## config.mk

```make
export PLATFORM = sky130hd
export DESIGN_NAME = queue_rd_prefetch
export DESIGN_NICKNAME = d
export VERILOG_FILES = /design/src/rtl/q_pkg.sv /design/src/rtl/queue_rd_buf.sv /design/src/rtl/queue_rd_prefetch.sv
export SDC_FILE = /design/constraint.sdc
export NUM_CORES = 1
export LEC_CHECK = 0
export CAP_MARGIN = 20
export CORE_MARGIN = 4
export CORE_UTILIZATION = 53
export DETAILED_ROUTE_END_ITERATION = 10
export PLACE_DENSITY = 0.8
export SYNTH_ARGS = -nofsm -noshare
export SYNTH_HDL_FRONTEND = slang
export SYNTH_SLANG_ARGS = --single-unit
```

## constraint.sdc

```tcl
create_clock -name clk -period 4.1 [get_ports clk]
set_input_delay 0.41 -clock clk [delete_from_list [all_inputs] [get_ports clk]]
set_output_delay 0.41 -clock clk [all_outputs]
set_load 0.005 [all_outputs]
```

## src/rtl/q_pkg.sv

```systemverilog
// q_pkg: shared defaults and credit-count sizing for the queue read-side prefetch stage
package q_pkg;
    localparam int RAM_RD_LAT = 1;  // read latency of the backing RAM macro
    localparam int DEF_BUF_N = RAM_RD_LAT + 2;
    function automatic int cnt_width(input int buf_n);
        return $clog2(buf_n + 1);
    endfunction
    typedef logic [cnt_width(DEF_BUF_N)-1:0] cnt_t;
endpackage

```

## src/rtl/queue_rd_buf.sv

```systemverilog
// queue_rd_buf: BUF_N-entry in-order register FIFO; pointers wrap by explicit compare
module queue_rd_buf
    import q_pkg::*;
#(
    parameter int W = 32,
    parameter int BUF_N = 3
) (
    input  logic         clk,
    input  logic         rst,
    input  logic         wr_en,
    input  logic [W-1:0] wr_data,
    input  logic         rd_en,
    output logic [W-1:0] rd_data,
    output logic         rd_valid
);
    localparam int PTR_W = $clog2(BUF_N);
    localparam int OCC_W = cnt_width(BUF_N);
    logic [W-1:0] mem_q [BUF_N];
    logic [W-1:0] mem_d [BUF_N];
    logic [PTR_W-1:0] wr_ptr_q, wr_ptr_d, rd_ptr_q, rd_ptr_d;
    logic [OCC_W-1:0] occ_q, occ_d;

    // BUF_N need not be a power of two, so wrap on the last index
    function automatic logic [PTR_W-1:0] ptr_inc(input logic [PTR_W-1:0] p);
        return (p == PTR_W'(BUF_N - 1)) ? '0 : p + 1'b1;
    endfunction

    always_comb begin
        mem_d = mem_q;
        if (wr_en) mem_d[wr_ptr_q] = wr_data;
        wr_ptr_d = wr_en ? ptr_inc(wr_ptr_q) : wr_ptr_q;
        rd_ptr_d = rd_en ? ptr_inc(rd_ptr_q) : rd_ptr_q;
        occ_d = occ_q + OCC_W'(wr_en) - OCC_W'(rd_en);
        rd_data = mem_q[rd_ptr_q];
        rd_valid = occ_q != '0;
    end

    always_ff @(posedge clk) begin
        mem_q <= mem_d;
        if (rst) begin
            wr_ptr_q <= '0;
            rd_ptr_q <= '0;
            occ_q <= '0;
        end else begin
            wr_ptr_q <= wr_ptr_d;
            rd_ptr_q <= rd_ptr_d;
            occ_q <= occ_d;
        end
    end
endmodule

```

## src/rtl/queue_rd_prefetch.sv

```systemverilog
// queue_rd_prefetch: pops the queue ahead of demand so RAM read latency is hidden from the consumer
module queue_rd_prefetch
    import q_pkg::*;
#(
    parameter int W = 32,
    parameter int RD_LAT = RAM_RD_LAT,
    parameter int BUF_N = RD_LAT + 2,
    parameter int CNT_W = cnt_width(BUF_N)
) (
    input  logic             clk,
    input  logic             rst,
    input  logic             i_empty,
    output logic             o_pop,
    input  logic [W-1:0]     i_rd_data,
    output logic             o_valid,
    output logic [W-1:0]     o_data,
    input  logic             i_ready,
    output logic [CNT_W-1:0] o_cnt
);
    logic [RD_LAT-1:0] infl_q, infl_d;
    logic [CNT_W-1:0] cnt_q, cnt_d;
    logic buf_valid, accept;

    // credits cover buffered plus in-flight words, so a pop never overruns the buffer
    always_comb begin
        o_pop = !rst && !i_empty && (cnt_q < CNT_W'(BUF_N));
        o_valid = !rst && buf_valid;
        o_cnt = rst ? '0 : cnt_q;
        accept = o_valid && i_ready;
        infl_d = RD_LAT'({infl_q, o_pop});
        cnt_d = cnt_q + CNT_W'(o_pop) - CNT_W'(accept);
    end

    always_ff @(posedge clk) begin
        if (rst) begin
            infl_q <= '0;
            cnt_q <= '0;
        end else begin
            infl_q <= infl_d;
            cnt_q <= cnt_d;
        end
    end

    queue_rd_buf #(.W(W), .BUF_N(BUF_N)) u_buf (
        .clk(clk),
        .rst(rst),
        .wr_en(infl_q[RD_LAT-1]),
        .wr_data(i_rd_data),
        .rd_en(accept),
        .rd_data(o_data),
        .rd_valid(buf_valid)
    );
endmodule
```

==> metrics.md, run 1 <==
| Metric | Value |
|---|---|
| Max Clk Rate | `approximately 360 MHz` |
| Antenna Cells | `0` |
| Row Count | `32` |
| Area after DPL | `between 5000 and 6000 µm²` |
| Synthesized cell area | `approximately 4300 µm²` |
| Hold crit path type | `reg2reg` |
| Worst-path clk slew | `roughly 90 ps` |
| Routed wire length | `around 7 mm` |
| Final setup viols | `0` |
| Finished Cell Area | `about 5200 µm²` |
| Synth Instances | `220` |
| I/O pin total | `72` |
| Total track usage | `around 15%` |
| H-tree depth | `3` |
| Critical Path RT | `3690 ps` |
| Initial antenna violation count | `0` |
| Area delta synth->final | `22.13%` |
| Register Area | `~3100 µm²` |
| Synthesized flop and latch total | `105` |
| Clock sink count | `105` |
| Sequential-to-total area share from yosys stat | `between 70 and 80%` |
| Period utilization | `68.60%` |
| PwrDens | `~420 nW/µm²` |
| Fin nets | `between 300 and 400` |
| Post-DRT Antenna Nets | `0` |
| Status | `complete, no violations` |
| Most instantiated library cell after synthesis | `edfxtp_1` |
| DR iter-0 viols | `88` |
| Startpoint types | `flop` |
| Die W | `97.74 µm` |
| Post-CTS Setup Repair Bufs | `0` |
| Synthesized net count | `260` |
| Clk_lat worst skew | `~350 ps` |
| Least-Margin Pin Slew | `around 1000 ps` |
| Cells taking the most area after synthesis | `edfxtp_1, o2bb2ai_2, mux2i_1` |
| Post-route minimum period | `2813 ps` |
| CTS Buf Count | `9` |
| Unrepaired setup endpoints after global routing | `false` |
| Maximum number of pins on one net before global-route repair | `36` |
| Arrival time at the worst endpoint | `2400 ps` |
| Clk root buf | `clkbuf_8` |
| Bufs on Longest Clock Path | `2` |
| GRT Residual Overflow | `0` |
| Die span in y | `about 98 µm` |
| Slew Limit Fails | `0` |
| Die area | `roughly 9600 µm²` |
| Port bufs | `around 70` |
| Fin Setup TNS | `0 ps` |
| First-pass GRT wire length | `~11 mm` |
| CP Class | `reg2out` |
| Multi-input gate area | `about 1100 µm²` |
| Routed length per instance | `roughly 17 µm` |
| Slew Limit Headroom | `32.32%` |
| Clk_skew | `11.75 ps` |
| Placed wire-length estimate | `4.443 mm` |
| GP Congestion | `about 0.73` |
| Post-CTS sizing | `0` |
| Synth async-reset ratio | `0%` |
| DRC Markers | `0` |
| Max-Cap Viols | `0` |
| CTS tree | `built` |
| Vias post-DR | `approximately 2,100` |
| Share of cells above drive strength 1 | `18.46%` |
| Synth cell count leaders | `edfxtp_1, mux2i_1, o2bb2ai_2, dfxtp_1` |
| Core ar. | `7767 µm²` |
| Vias per std cell | `5.245` |
| Synth top area share | `between 60% and 70%` |
| Mean area per synthesized cell | `19.40 µm²` |
| Ys Warns | `0` |
| Worst VDD drop | `around 200 µV` |
| # hold bufs at CTS | `0` |
| Vias in the first global route | `around 2,200` |
| Post-synthesis cell type count | `28` |
| Crit Path Max Fanout | `22` |
| Yosys top cell by area | `edfxtp_1` |
| Worst setup EP type | `primary output` |
| DR pass1 iterations | `4` |
| Fill cells | `541` |
| Leak | `around 1.7 nW` |
| Final hold vios | `0` |
| Synth Flop Type | `edfxtp_1` |
| Initial Util | `54.95%` |
| EDFF count, synth | `96` |
[kinds of logic after synthesis]
kind of cell | count (synthesis) | synth area share, %
multiplexers | 35 | 8.267
AND/OR/NAND/NOR | 19 | 2.844
flip-flops | 105 | 71.77
buffers and inverters | 18 | 3.371
XOR/XNOR | 2 | 0.7329
AO/OA/AOI/OAI | 37 | 11.84
adder cells (fa/ha/maj) | 4 | 1.173
[where the power goes]
part	switching, W	internal [W]
combinational	0.000149	0.000212
clock	0.000318	0.000278
sequential	0.0000151	0.00121
total	0.000482	0.00170
[final timing paths]
| check | start | to | slack (ps) | cells past startpoint |
|---|---|---|---|---|
| min reg2reg | cnt_q[0]$_SDFF_PP0_ | infl_q$_SDFF_PP0_ | 480 | 1 |
| min | cnt_q[0]$_SDFF_PP0_ | infl_q$_SDFF_PP0_ | 480 | 1 |
| max reg2reg | infl_q$_SDFF_PP0_ | u_buf.mem_q[94]$_DFFE_PP_ | 2040 | 2 |
| max | u_buf.rd_ptr_q[1]$_SDFFE_PP0P_ | o_data[2] | 1290 | 4 |
[state kept, by name (all words and copies together) (netlist names)]
register / flops
u_buf.mem_q: 96
cnt_q: 2
u_buf.occ_q: 2
u_buf.rd_ptr_q: 2
u_buf.wr_ptr_q: 2
infl_q: 1
[routing by layer]
layer	share of wire, %	track usage [%]	up-vias
met4	2.4	8.413	0
met5	0	0	-
li1	-	-	1013
met3	3.6	2.571	13
met2	55	26.57	39
met1	39	18.23	1033
[final cells by class]
cell class | instances | share of cell area, %
well taps | 102 | 2.448
clock inverters | 5 | 1.104
multi-input cells | 97 | 20.48
flip-flops and latches | 105 | 58.81
repair buffers | 76 | 14.35
clock buffers | 10 | 2.448
inverters | 5 | 0.3601
[stage by stage]
step / util, % / cells / power [W] / worst slack (ps) / hold slack (ps)
after floorplan: - / 220 / 0.001444 / 789.6 / 433.8
after global placement: 64.72 / 385 / 0.001605 / 1596 / 463.4
after detailed placement: 64.72 / 385 / 0.001614 / 1529 / 473.8
after CTS: 67.11 / 400 / 0.002205 / 1225 / 484.8
after global routing: 67.11 / 400 / 0.002278 / 1148 / 514.8
final: 67.11 / 400 / 0.002179 / 1287 / 481.0
[cell usage in the layout, fill, tap and decap left out, types with 2 or more instances in the layout]
cell type,count
clkdlybuf4s50_1,71
o2bb2ai_1,2
clkinvlp_4,3
ha_1,4
clkbuf_8,9
inv_1,5
dfxtp_1,7
nor2_1,5
edfxtp_1,96
mux2i_1,33
nand2b_1,2
a211oi_1,2
buf_4,5
dfxtp_2,2
o2bb2ai_2,30
nor2b_1,5
[critical path: stages, from the launching register on]
cell and delay [ps]:
dfxtp_2 340, nor2b_4 690, buf_4 360, o2bb2ai_2 130, clkdlybuf4s50_1 520
Note: power is estimated with default switching activity, not from simulation.
==> run 2: changes to the inputs <==
--- a/config.mk
+++ b/config.mk
@@ -7,9 +7,9 @@
 export LEC_CHECK = 0
 export CAP_MARGIN = 20
 export CORE_MARGIN = 4
-export CORE_UTILIZATION = 53
+export CORE_UTILIZATION = 48
 export DETAILED_ROUTE_END_ITERATION = 10
-export PLACE_DENSITY = 0.8
+export PLACE_DENSITY = 0.76
 export SYNTH_ARGS = -nofsm -noshare
 export SYNTH_HDL_FRONTEND = slang
 export SYNTH_SLANG_ARGS = --single-unit
==> constraint.sdc (replaced) <==
create_clock -name clk -period 2.5 [get_ports clk]
set_input_delay 0.25 -clock clk [delete_from_list [all_inputs] [get_ports clk]]
set_output_delay 0.25 -clock clk [all_outputs]
set_load 0.005 [all_outputs]
==> metrics.md, run 2 (synthesis results as in run 1) <==
| Metric | Value |
|---|---|
| DR iter-0 viols | `42 (-52%)` |
| Clock sink count | `105 (unchanged)` |
| Final setup viols | `0 (unchanged)` |
| Crit Path Max Fanout | `24 (+9.1%)` |
| Bufs on Longest Clock Path | `2 (unchanged)` |
| Antenna Cells | `0 (unchanged)` |
| Worst setup EP type | `primary output` |
| Initial Util | `49.18% (-5.8 points)` |
| Hold Startpoint | `cnt_q[0]$_SDFF_PP0_` |
| Final hold vios | `0 (unchanged)` |
| Clk_skew | `7.906 ps (-3.841 ps)` |
| Worst-path clk slew | `90 ps (about the same)` |
| Post-route minimum period | `around 2300 ps` |
| Slew Limit Fails | `0 (unchanged)` |
| Row Count | `34 (+6.3%)` |
| Total track usage | `13.94% (-1.4 points)` |
| I/O pin total | `72 (unchanged)` |
| Finished Cell Area | `5274 µm² (+1.2%)` |
| Vias per std cell | `5.168 (-1.5%)` |
| DRC Markers | `0 (unchanged)` |
| First-pass GRT wire length | `10.76 mm (-4.1%)` |
| Peak per-stage delay on the critical path | `640 ps (-50 ps)` |
| Post-CTS sizing | `0 (unchanged)` |
| Die span in y | `102.3 µm (+4.7%)` |
| Post-DRT Antenna Nets | `0 (unchanged)` |
| Hold crit path type | `reg2reg` |
| Leak | `1.726 nW (+1.8%)` |
| Clk root buf | `clkbuf_8` |
| Period utilization | `between 90% and 100%` |
| Core ar. | `8678 µm² (+12%)` |
| DR pass1 iterations | `4 (unchanged)` |
| Most frequent standard cell in the layout excluding fill and tap cells | `edfxtp_1` |
| CP startpoint | `u_buf.rd_ptr_q[0]$_SDFFE_PP0P_` |
| Least-Margin Pin Slew | `589.2 ps (-421.6 ps)` |
| Vias in the first global route | `2,182 (-1.9%)` |
| Crit path max-delay cell type | `dfxtp_2` |
| Placed cells | `395 (+2.6%)` |
| Fin Setup TNS | `0 ps (unchanged)` |
| Area after DPL | `5096 µm² (+1.4%)` |
| Die area | `10,460 µm² (+9.5%)` |
| Unrepaired setup endpoints after global routing | `false` |
| Arrival time at the worst endpoint | `2070 ps (-330 ps)` |
| Most frequent cells in the layout | `edfxtp_1, clkdlybuf4s50_1, mux2i_1, o2bb2ai_2, clkbuf_8` |
| # hold bufs at CTS | `0 (unchanged)` |
| CP Class | `reg2out` |
| Vias post-DR | `2,124 (+1.2%)` |
| Post-Layout Cell Count | `411 (+2.8%)` |
| Die W | `102.3 µm (+4.7%)` |
| Post-CTS Setup Repair Bufs | `0 (unchanged)` |
| Startpoint types | `flop` |
| GP Congestion | `0.7166 (-1.5%)` |
| Area delta synth->final | `23.57%` |
| Max-Cap Viols | `0 (unchanged)` |
| Port bufs | `71 (unchanged)` |
| Critical path, cell by cell | `buf_12, mux2i_1, o2bb2ai_2, clkdlybuf4s50_1` |
| Clk_lat worst skew | `350 ps (about the same)` |
| Overall power | `0.003541 W (+63%)` |
| Worst VDD drop | `361.8 µV (+85%)` |
| PwrDens | `671.4 nW/µm² (+61%)` |
| Slew Limit Headroom | `60.72% (+28 points)` |
| Maximum number of pins on one net before global-route repair | `36 (unchanged)` |
| Status | `complete, no violations` |
| Max Clk Rate | `430.7 MHz` |
| Critical Path RT | `2250 ps (-1440 ps)` |
| Final core utilization | `60.77% (-6.3 points)` |
| GRT Residual Overflow | `0 (unchanged)` |
| H-tree depth | `3 (unchanged)` |
| CTS Buf Count | `9 (unchanged)` |
| FF-to-FF Start | `u_buf.occ_q[1]$_SDFF_PP0_` |
| Most flop-heavy register | `u_buf.mem_q` |
| CTS tree | `built` |
| Placed wire-length estimate | `4.431 mm (-0.27%)` |
| Initial antenna violation count | `0 (unchanged)` |
| Share of cells above drive strength 1 | `19.80% (+1.3 points)` |
| Routed length per instance | `16.78 µm (-3.4%)` |
| Routed wire length | `6.897 mm (-0.78%)` |
| Fin nets | `338 (+1.2%)` |
| Largest register FFs | `96 (unchanged)` |
run 2: cell count changes in the layout (fill, tap and decap cells not counted), sizes merged:
cell      change
buf           +4
inv           +2
clkinv        +2
clkinvlp      -2
bufinv        -1
run 2: power by group:
group	internal (W)	switching [W]	total (W)
sequential	0.00198	0.0000426	0.00202
combinational	0.000361	0.000226	0.000587
clock	0.000375	0.000558	0.000933
run 2: worst paths after layout:
path | cells after the start | slack [ps] | to
worst max-delay path | 4 | 180 | o_data[6]
worst max register to register | 7 | 680 | cnt_q[1]$_SDFF_PP0_
worst min-delay path | 1 | 480 | infl_q$_SDFF_PP0_
worst min register to register | 1 | 480 | infl_q$_SDFF_PP0_
run 2: final cells by class:
cell class              instances  area (µm²)
clock inverters                 6       50.05
multi-input cells              97        1074
inverters                       5       18.77
clock buffers                  10       127.6
flip-flops and latches        105        3065
fillers                       667        3405
repair buffers                 80       803.3
well taps                     108       135.1
run 2: metal layers:
metal / vias up / wire, µm / GRT usage [%]
met5: - / 0 / 0
met4: 0 / 85 / 4.541
met3: 8 / 313 / 3.823
met2: 40 / 3799 / 26.04
met1: 1052 / 2699 / 15.23
li1: 1024 / - / -
run 2: per-stage QoR:
step	hold WS, ps	setup WS [ps]
finish	481.4	178.2
CTS	478.2	117.5
detailed placement	470.3	345.4
global route	477.1	23.41
global placement	458.5	410.5
floorplan	328.5	365.0
run 2: worst max-delay path: cells and delay by family, from the launching register on:
kind	cells	cell delay, ps
mux	1	250
compound gates	1	90
flops	1	640
buf+inv	2	720
